[src/rtl/uart_regs_pkg.sv]
// uart_regs_pkg: shared constants for the UART APB register block.
//   Word-aligned register offsets, STATUS and IEN bit positions, and the
//   depth of the transmit push credit counter.
package uart_regs_pkg;

  localparam logic [3:0] ADDR_DATA   = 4'h0;
  localparam logic [3:0] ADDR_STATUS = 4'h4;
  localparam logic [3:0] ADDR_DIV    = 4'h8;
  localparam logic [3:0] ADDR_IEN    = 4'hC;

  localparam int STAT_RX_AVAIL = 0;
  localparam int STAT_TX_BUSY  = 1;
  localparam int STAT_TXDONE   = 2;
  localparam int STAT_TX_FULL  = 3;

  localparam int IEN_RX     = 0;
  localparam int IEN_TXDONE = 1;

  localparam logic [1:0] TX_DEPTH = 2'd2;

endpackage

[src/rtl/uart_regs.sv]
// uart_regs: APB register front end for a UART core.
//   clk, rst_n                : clock, async active-low reset
//   psel/penable/pwrite/paddr/pwdata/prdata/pready/pslverr : APB slave
//   tx_byte, tx_valid, tx_done : transmit push interface to the core
//   rx_byte, rx_irq, rxfifo_ren_ext : receive FIFO head / non-empty / pop
//   div_int, div_frac          : baud divisor
//   irq                        : registered level interrupt
module uart_regs
  import uart_regs_pkg::*;
#(
  parameter logic [9:0] DIV_INT_RST  = 10'd27,
  parameter logic [3:0] DIV_FRAC_RST = 4'd0
) (
  input  logic        clk,
  input  logic        rst_n,
  input  logic        psel,
  input  logic        penable,
  input  logic        pwrite,
  input  logic [3:0]  paddr,
  input  logic [31:0] pwdata,
  output logic [31:0] prdata,
  output logic        pready,
  output logic        pslverr,
  output logic [7:0]  tx_byte,
  output logic        tx_valid,
  input  logic        tx_done,
  input  logic [7:0]  rx_byte,
  input  logic        rx_irq,
  output logic        rxfifo_ren_ext,
  output logic [9:0]  div_int,
  output logic [3:0]  div_frac,
  output logic        irq
);

  logic       access;
  logic [3:0] addr_word;
  logic       tx_done_q;
  logic       tx_done_rise;
  logic [1:0] tx_pend;
  logic       tx_full;
  logic       txdone_sticky;
  logic [1:0] ien;
  logic [31:0] status;
  logic       tx_push;
  logic       sticky_clr;
  logic       div_wr;
  logic       ien_wr;

  // rst_n gates the access so the combinational pop pulse stays low in reset.
  assign access       = psel & penable & rst_n;
  assign addr_word    = {paddr[3:2], 2'b00};
  assign tx_done_rise = tx_done & ~tx_done_q;
  assign tx_full      = (tx_pend == TX_DEPTH);
  assign pready       = 1'b1;

  always_comb begin
    status                = '0;
    status[STAT_RX_AVAIL] = rx_irq;
    status[STAT_TX_BUSY]  = (tx_pend != 2'd0);
    status[STAT_TXDONE]   = txdone_sticky;
    status[STAT_TX_FULL]  = tx_full;
  end

  always_comb begin
    prdata         = '0;
    pslverr        = 1'b0;
    rxfifo_ren_ext = 1'b0;
    tx_push        = 1'b0;
    sticky_clr     = 1'b0;
    div_wr         = 1'b0;
    ien_wr         = 1'b0;
    if (access) begin
      case (addr_word)
        ADDR_DATA: begin
          if (pwrite) begin
            if (tx_full) pslverr = 1'b1;
            else         tx_push = 1'b1;
          end else if (rx_irq) begin
            prdata         = {24'b0, rx_byte};
            rxfifo_ren_ext = 1'b1;
          end else begin
            pslverr = 1'b1;
          end
        end
        ADDR_STATUS: begin
          if (pwrite) sticky_clr = pwdata[STAT_TXDONE];
          else        prdata     = status;
        end
        ADDR_DIV: begin
          if (pwrite) div_wr = 1'b1;
          else        prdata = {18'b0, div_frac, div_int};
        end
        ADDR_IEN: begin
          if (pwrite) ien_wr = 1'b1;
          else        prdata = {30'b0, ien};
        end
        default: pslverr = 1'b1;
      endcase
    end
  end

  always_ff @(posedge clk or negedge rst_n) begin
    if (!rst_n) begin
      tx_done_q     <= 1'b0;
      tx_pend       <= 2'd0;
      tx_byte       <= 8'd0;
      tx_valid      <= 1'b0;
      txdone_sticky <= 1'b0;
      div_int       <= DIV_INT_RST;
      div_frac      <= DIV_FRAC_RST;
      ien           <= 2'b0;
      irq           <= 1'b0;
    end else begin
      tx_done_q <= tx_done;
      tx_valid  <= tx_push;
      if (tx_push) tx_byte <= pwdata[7:0];

      // Simultaneous push and completion cancel; completion never underflows.
      if (tx_push && !tx_done_rise)
        tx_pend <= tx_pend + 2'd1;
      else if (!tx_push && tx_done_rise && tx_pend != 2'd0)
        tx_pend <= tx_pend - 2'd1;

      if (tx_done_rise)    txdone_sticky <= 1'b1;
      else if (sticky_clr) txdone_sticky <= 1'b0;

      if (div_wr) begin
        div_int  <= pwdata[9:0];
        div_frac <= pwdata[13:10];
      end
      if (ien_wr) ien <= pwdata[1:0];

      irq <= (ien[IEN_RX] & rx_irq) | (ien[IEN_TXDONE] & txdone_sticky);
    end
  end

endmodule

[config.mk]
export PLATFORM = sky130hd
export DESIGN_NAME = uart_regs
export DESIGN_NICKNAME = d
export VERILOG_FILES = /design/src/rtl/uart_regs_pkg.sv /design/src/rtl/uart_regs.sv
export SDC_FILE = /design/constraint.sdc
export NUM_CORES = 1
export LEC_CHECK = 0
export ABC_AREA = 0
export CORE_MARGIN = 3
export CORE_UTILIZATION = 36
export DETAILED_ROUTE_END_ITERATION = 16
export GPL_ROUTABILITY_DRIVEN = 1
export GPL_TIMING_DRIVEN = 0
export PLACE_DENSITY = 0.81
export SLEW_MARGIN = 20
export SYNTH_ARGS = -nofsm -noshare
export SYNTH_HDL_FRONTEND = slang
export SYNTH_SLANG_ARGS = --single-unit
[constraint.sdc]
create_clock -name clk -period 1.36 [get_ports clk]
set_input_delay 0.272 -clock clk [delete_from_list [all_inputs] [get_ports clk]]
set_output_delay 0.272 -clock clk [all_outputs]
set_load 0.02 [all_outputs]
==> metrics.txt <==
# TYPE chip_impl_metric gauge
chip_impl_metric{name="finalCriticalPeriod",unit="ns"} 1.702
chip_impl_metric{name="synth.ff_latch_count",unit=""} 30
chip_impl_metric{name="timing.critical_path.slowest_cell_delay",unit="ns"} 0.40
chip_impl_metric{name="synth-warning-count",unit=""} 0
chip_impl_metric{name="met2RoutedLength",unit="mm"} 2.596
chip_impl_metric{name="cap_violations",unit=""} 0
chip_impl_metric{name="total_power",unit="mW"} 2.828
chip_impl_metric{name="int_pwr",unit="mW"} 1.941
chip_impl_info{name="failed_checks",value="negative setup slack"} 1
chip_impl_metric{name="final_antenna_net_count",unit=""} 0
chip_impl_metric{name="postLayoutSetupSlackWorst",unit="ns"} -0.3424
chip_impl_info{name="worstReg2RegStart",value="tx_pend[0]"} 1
chip_impl_metric{name="dr.first_iter.drc_count",unit=""} 80
chip_impl_info{name="netlist.top_cell.by_area",value="dfrtp_1"} 1
chip_impl_info{name="critPathSlowestCell",value="dfrtp_1"} 1
chip_impl_metric{name="power_per_cell_area",unit="nW/um2"} 932.8
chip_impl_metric{name="worstSkewPairLatency",unit="ns"} 0.27
chip_impl_metric{name="finalHoldViolations",unit=""} 0
chip_impl_metric{name="grt_pass1_vias",unit=""} 1466
chip_impl_metric{name="yosysSeqAreaShare",unit="%"} 46.50
chip_impl_metric{name="drt_drc",unit=""} 0
chip_impl_metric{name="grt.total_usage",unit="%"} 18.71
chip_impl_metric{name="gr-total-overflow",unit=""} 0
chip_impl_metric{name="htree_num_levels",unit=""} 2
chip_impl_info{name="worstSetupStartpoint",value="tx_pend[0]"} 1
chip_impl_metric{name="port_buffers",unit=""} 69
chip_impl_metric{name="finalCoreUtilization",unit="%"} 72.65
chip_impl_metric{name="flow.area_growth_from_synthesis",unit="%"} 86.53
chip_impl_info{name="holdCritPathClass",value="in -> async"} 1
chip_impl_metric{name="hold_ws",unit="ns"} 0.05475
chip_impl_metric{name="netlist.area_leader.share",unit="%"} 40.03
chip_impl_metric{name="floorplan.initialDensity",unit="%"} 38.95
chip_impl_metric{name="die-area",unit="um2"} 5357
chip_impl_info{name="cts_root_buffer",value="clkbuf_8"} 1
chip_impl_metric{name="placementRows",unit=""} 23
chip_impl_info{name="rsz_0062_raised_after_global_routing",value="true"} 1
chip_impl_metric{name="grt_first_pass_wirelength",unit="mm"} 7.383
chip_impl_metric{name="design.core.area",unit="um2"} 4173
chip_impl_metric{name="p_sw",unit="mW"} 0.8874
chip_impl_metric{name="nets",unit=""} 309
chip_impl_metric{name="largest_net_degree_at_the_start_of_global_routing",unit=""} 18
chip_impl_info{name="dominantRegCellSynth",value="dfrtp_1"} 1
chip_impl_metric{name="max_freq",unit="MHz"} 587.4
chip_impl_metric{name="tritoncts.num_buffers",unit=""} 5
chip_impl_metric{name="timing.clock.skew",unit="ns"} 0.001528
chip_impl_metric{name="critPathArrivalTime",unit="ns"} 1.43
chip_impl_metric{name="ys_async_sr_fraction",unit="%"} 100.0
chip_impl_metric{name="vias_per_cell",unit=""} 4.854
chip_impl_metric{name="drt_wl_total",unit="mm"} 5.007
chip_impl_metric{name="cts.reportedPaths.clkPinSlew",unit="ns"} 0.06
chip_impl_metric{name="setup.reg_to_reg.worst_slack",unit="ns"} 0.03
chip_impl_info{name="tritoncts",value="done"} 1
chip_impl_metric{name="maxSlewViolCount",unit=""} 0
chip_impl_metric{name="total_leakage_power",unit="nW"} 1.502
chip_impl_metric{name="syn-cell-area",unit="um2"} 1625
chip_impl_metric{name="first_pass_iters",unit=""} 4
chip_impl_metric{name="timing.critical_path.required",unit="ns"} 1.09
chip_impl_metric{name="chipHeight",unit="um"} 73.19
chip_impl_info{name="run_status",value="finished, violations left"} 1
chip_impl_info{name="timing.setup.critical_path_class",value="reg -> out"} 1
chip_impl_info{name="reg_to_reg_critical_path_endpoint",value="tx_byte[1]"} 1
chip_impl_metric{name="postSynthAreaPerCell",unit="um2"} 11.95
chip_impl_metric{name="routabilityCongestion",unit=""} 0.7692
chip_impl_metric{name="timing.critical_path.fanout_max",unit=""} 3
chip_impl_metric{name="power.share.switching",unit="%"} 31.38
chip_impl_metric{name="layout_worst_path_cycle_share",unit="%"} 125.2
chip_impl_metric{name="r2r_cells",unit=""} 4
chip_impl_info{name="route.top_layer_used",value="met4"} 1
chip_impl_metric{name="routed-wl-met3",unit="um"} 529
chip_impl_metric{name="synth-edff-count",unit=""} 0
chip_impl_info{name="critPathCaptureType",value="output port"} 1
chip_impl_info{name="yosys-top-cells-count",value="mux2_2, dfrtp_1, buf_4"} 1
chip_impl_metric{name="power.clock.fraction",unit="%"} 25.6
chip_impl_metric{name="post-dp-hpwl",unit="mm"} 3.077
chip_impl_metric{name="antenna_cells_inserted",unit=""} 0
chip_impl_metric{name="gate_count_after_technology_mapping",unit=""} 136
chip_impl_metric{name="yosys.cell_types.count",unit=""} 32
chip_impl_metric{name="grt_antenna_before_repair",unit=""} 0
chip_impl_metric{name="ios",unit=""} 110
chip_impl_metric{name="final_layout_size_suffix_gt1_share",unit="%"} 55.21
chip_impl_metric{name="max-vdd-ir-drop",unit="mV"} 0.7471
chip_impl_metric{name="seqPwrFrac",unit="%"} 41.3
chip_impl_metric{name="route.vias.total",unit=""} 1500
chip_impl_metric{name="wl_per_cell",unit="um"} 16.20
chip_impl_info{name="netlist_top_cells_area",value="dfrtp_1, mux2_2, buf_4"} 1
chip_impl_metric{name="dp_worst_setup_slack",unit="ns"} -1.484
chip_impl_metric{name="wirelength_met1",unit="mm"} 1.834
chip_impl_metric{name="setup_violations",unit=""} 16
chip_impl_info{name="start_kind",value="flop"} 1
chip_impl_info{name="synth.most_common_cell",value="mux2_2"} 1
chip_impl_metric{name="cts_sinks",unit=""} 30
chip_impl_metric{name="clockBufferDepth",unit=""} 2
chip_impl_metric{name="die_x",unit="um"} 73.19
chip_impl_metric{name="combPwrFrac",unit="%"} 33.1
chip_impl_info{name="crit_path_cell_trace",value="nand2b_4, mux2_4, nor4_4, buf_4"} 1
-- metal layers --
layer / GRT usage (%) / vias to the layer above
li1: - / 699
met1: 21.90 / 715
met2: 30.78 / 82
met3: 7.300 / 4
met4: 6.967 / 0
met5: 0 / -
-- cell usage in the layout (no fill, tap or decap), types with 3 or more instances in the layout --
master           count
buf_4               42
dfrtp_1             25
mux2_2              24
clkdlybuf4s50_1     23
buf_6               21
dlygate4sd2_1       20
conb_1              19
and2_4               6
clkbuf_8             6
nor2_4               4
a22o_4               4
dfstp_2              4
buf_2                4
buf_12               3
o2bb2ai_4            3
o21ai_0              3
mux2_4               3
nand2_1              3
buf_8                3
-- through the flow --
step                cell area (um2)  instances  setup TNS [ns]
floorplan                      1787        153         -0.5004
global placement               2540        272         -105.83
detailed placement             2555        273          -36.28
CTS                            2884        300          -2.778
global route                   3032        309          -2.985
finish                         3032        309          -2.036
-- final cells by class --
type                            count  area (um2)
Buffer                             22       185.2
Tap cell                           50       62.56
Inverter                            1       3.754
Multi-Input combinational cell    100       977.2
Fill cell                         286        1141
Clock buffer                        7       86.33
Clock inverter                      1       5.005
Sequential cell                    30       757.0
Timing Repair Buffer               98       954.7
-- sequential cells by signal, summed over array words and instances, names as in the netlist --
signal         count
tx_done_q          1
ien                2
txdone_sticky      1
tx_valid           1
div_int           10
div_frac           4
tx_pend            2
tx_byte            8
irq                1
-- power groups by stage --
stage / clock [mW] / sequential (mW) / combinational, mW
2_1_floorplan: 0 / 1.34 / 0.301
3_3_place_gp: 0 / 1.18 / 0.905
3_5_place_dp: 0 / 1.18 / 0.924
4_1_cts: 0.756 / 1.17 / 0.899
5_1_grt: 0.799 / 1.19 / 0.995
6_report: 0.725 / 1.17 / 0.935
-- what timing repair did --
| action | 4_1_cts | 5_1_grt |
|---|---|---|
| gates cloned | 1 | 1 |
| hold endpoints to repair | 9 | 0 |
| buffers inserted | 17 | 9 |
| resized for setup | 166 | 31 |
| pin swaps | 10 | 11 |
| setup endpoints to repair | 66 | 31 |
| hold buffers | 2 | 0 |
-- worst max-delay path by stage --
stage	endpoint	slack, ns	cells past startpoint
after floorplan	prdata[1]	-0.08	3
after CTS	prdata[1]	-0.34	4
after global routing	prdata[1]	-0.42	4
final	pslverr	-0.34	4
after global placement	prdata[12]	-2.72	5
after detailed placement	prdata[8]	-1.48	5
-- kinds of logic after synthesis --
family	count (synthesis)	synth area share, %
compound gates	18	8.237
flops	30	46.50
mux	29	19.94
buf+inv	24	11.16
simple gates	33	13.70
other cells	2	0.4621
-- worst max-delay path, delay by kind of cell (launching register included) --
| family | cells | cell delay (ns) |
|---|---|---|
| simple gates | 2 | 0.30 |
| flops | 1 | 0.40 |
| mux | 1 | 0.27 |
| buf+inv | 1 | 0.18 |
Power figures use the tool's default switching activity.
==> patch: new RTL, same flow settings <==
Register the output `irq` once more, without a reset; this adds one clock of latency there. The other outputs are not delayed to match. Comments in the files are not updated.
--- a/src/rtl/uart_regs.sv
+++ b/src/rtl/uart_regs.sv
@@ -31,6 +31,8 @@
   output logic [3:0]  div_frac,
   output logic        irq
 );
+
+  logic irq_s0;
 
   logic       access;
   logic [3:0] addr_word;
@@ -109,7 +111,7 @@
       div_int       <= DIV_INT_RST;
       div_frac      <= DIV_FRAC_RST;
       ien           <= 2'b0;
-      irq           <= 1'b0;
+      irq_s0        <= 1'b0;
     end else begin
       tx_done_q <= tx_done;
       tx_valid  <= tx_push;
@@ -130,8 +132,12 @@
       end
       if (ien_wr) ien <= pwdata[1:0];
 
-      irq <= (ien[IEN_RX] & rx_irq) | (ien[IEN_TXDONE] & txdone_sticky);
+      irq_s0 <= (ien[IEN_RX] & rx_irq) | (ien[IEN_TXDONE] & txdone_sticky);
     end
+  end
+
+  always_ff @(posedge clk) begin
+    irq <= irq_s0;
   end
 
 endmodule
Formal check against the unedited RTL: not equivalent (a bounded check fails within 4 cycles, from zero or initial values and one cycle with rst_n low).
==> patch against the original RTL <==
- largest power group unchanged
- highest routed layer unchanged
- setup slack improved by 0.011 ns
- wire length fell by 4.8%
- the run still ends with setup timing left
- sequential cell count rose by 1
- count of clock-buffer cells in the layout did not move
- largest cell class unchanged
- cell count fell by 2.6%
- sequential share of layout area rose by 1.6 points
- final area fell by 3.4%
- total power rose by 1.3%
- synthesized area rose by 1.2%
==> patch: results (changes against the original RTL) <==
- Drt wl/cell: 15.8 um (-2.3%)
- CP Max Fanout: 4 (+1)
- DP HPWL: 3100 um (+0.60%)
- Async S/R FF share, synth: 96.8% (-3.2 points)
- Fillers: 318 (+11%)
- Clock Skews: 0.00954 ns (+0.00802 ns)
- Largest net degree at the start of global routing: 14 (-4)
- Worst IR Drop VDD: 608 uV (-19%)
- Final Core Density: 69.7% (-2.9 points)
- Placed insts: 274 (+0.37%)
- Setup WS post-layout: -0.332 ns (+0.0108 ns)
- Via count: 1,489 (-0.73%)
- Seq/Total Area, Yosys: 47.1% (+0.65 points)
- Layout net count: 301 (-2.6%)
- Status: finished, violations left
- Fin Hold WS: 0.0471 ns (-0.00770 ns)
- First-pass GRT wire length: 7370 um (-0.19%)
- Netlist cell types: 33 (+3.1%)
- Final WL: 4770 um (-4.8%)
- Pre-CTS WS: -1.49 ns (-0.00189 ns)
- Regs by FF count: div_int: 10 flops, tx_byte: 8 flops, div_frac: 4 flops
- Number of synthesized flops with an enable pin: 0 (unchanged)
- Leak pwr: 0.00147 uW (-2.4%)
- Initial drt markers: 107 (+34%)
- Share of layout cells above drive strength 1: 52.2% (-3.0 points)
- Ys Warns: 0 (unchanged)
- Fin Setup TNS: -2.91 ns (-0.879 ns)
- Global Route Usage Sum: 18.2% (-0.54 points)
- Synth Area per Inst: 12.0 um2 (+0.49%)
- Failing checks: setup timing
- DP Area: 2580 um2 (+1.1%)
- # setup viols final: 15 (-1)
- Gr ovfl total: 0 (unchanged)
- Synth area leaders: dfrtp_1 (40%), mux2_2 (18%), buf_4 (9.1%)
## patch: changes by cell type after synthesis, sizes merged
cell   before  now
dfxtp       0    1
## patch: repair_timing
item,CTS,global route
setup buffers,14,4
pin swaps,11,7
gates resized for setup,170,17
hold buffers,2,0
endpoints found under the hold margin,16,0
endpoints found under the setup margin,66,33
gates cloned,2,1
## patch: where the power goes
group          switching (uW)  leakage (uW)  internal (uW)
registers                 100      0.000379           1100
clock network             340     0.0000482            408
logic                     451       0.00104            466
## patch: logic make-up after synthesis
family                 synth area share, %
AND/OR/NAND/NOR                       13.5
flip-flops                            47.1
multiplexers                          19.7
buffers and inverters                 11.0
AO/OA/AOI/OAI                         8.14
other                                0.456
## patch: routing by layer
layer  share of wire (%)  up-vias  GRT usage, %
met4                 1.3        0          8.05
li1                    -      687             -
met1                  39      719          22.0
met3                 9.2        4          5.20
met5                   0        -             0
met2                  51       79          29.8
## patch: critical path: stages (launching register included)
cell and delay, ns:
dfrtp_1 0.42, nand2b_4 0.16, mux2_4 0.27, nor4_4 0.12
buf_4 0.17
## patch: path summary, 6_finish.rpt
path                            start          to
hold reg to reg                irq_s0         irq
max in group asynchronous       rst_n  tx_pend[1]
setup reg to reg           tx_pend[0]  tx_byte[6]
setup / recovery           tx_pend[0]     pslverr
min in group clk               rx_irq      irq_s0
hold / removal                  rst_n  div_int[3]
## patch: final cells by class
class	count	area share (%)
clock buffers	7	2.95
clock inverters	1	0.171
flip-flops and latches	31	26.5
inverters	1	0.128
multi-input cells	100	31.7
plain buffers	22	6.15
repair buffers	89	30.3
well taps	50	2.14
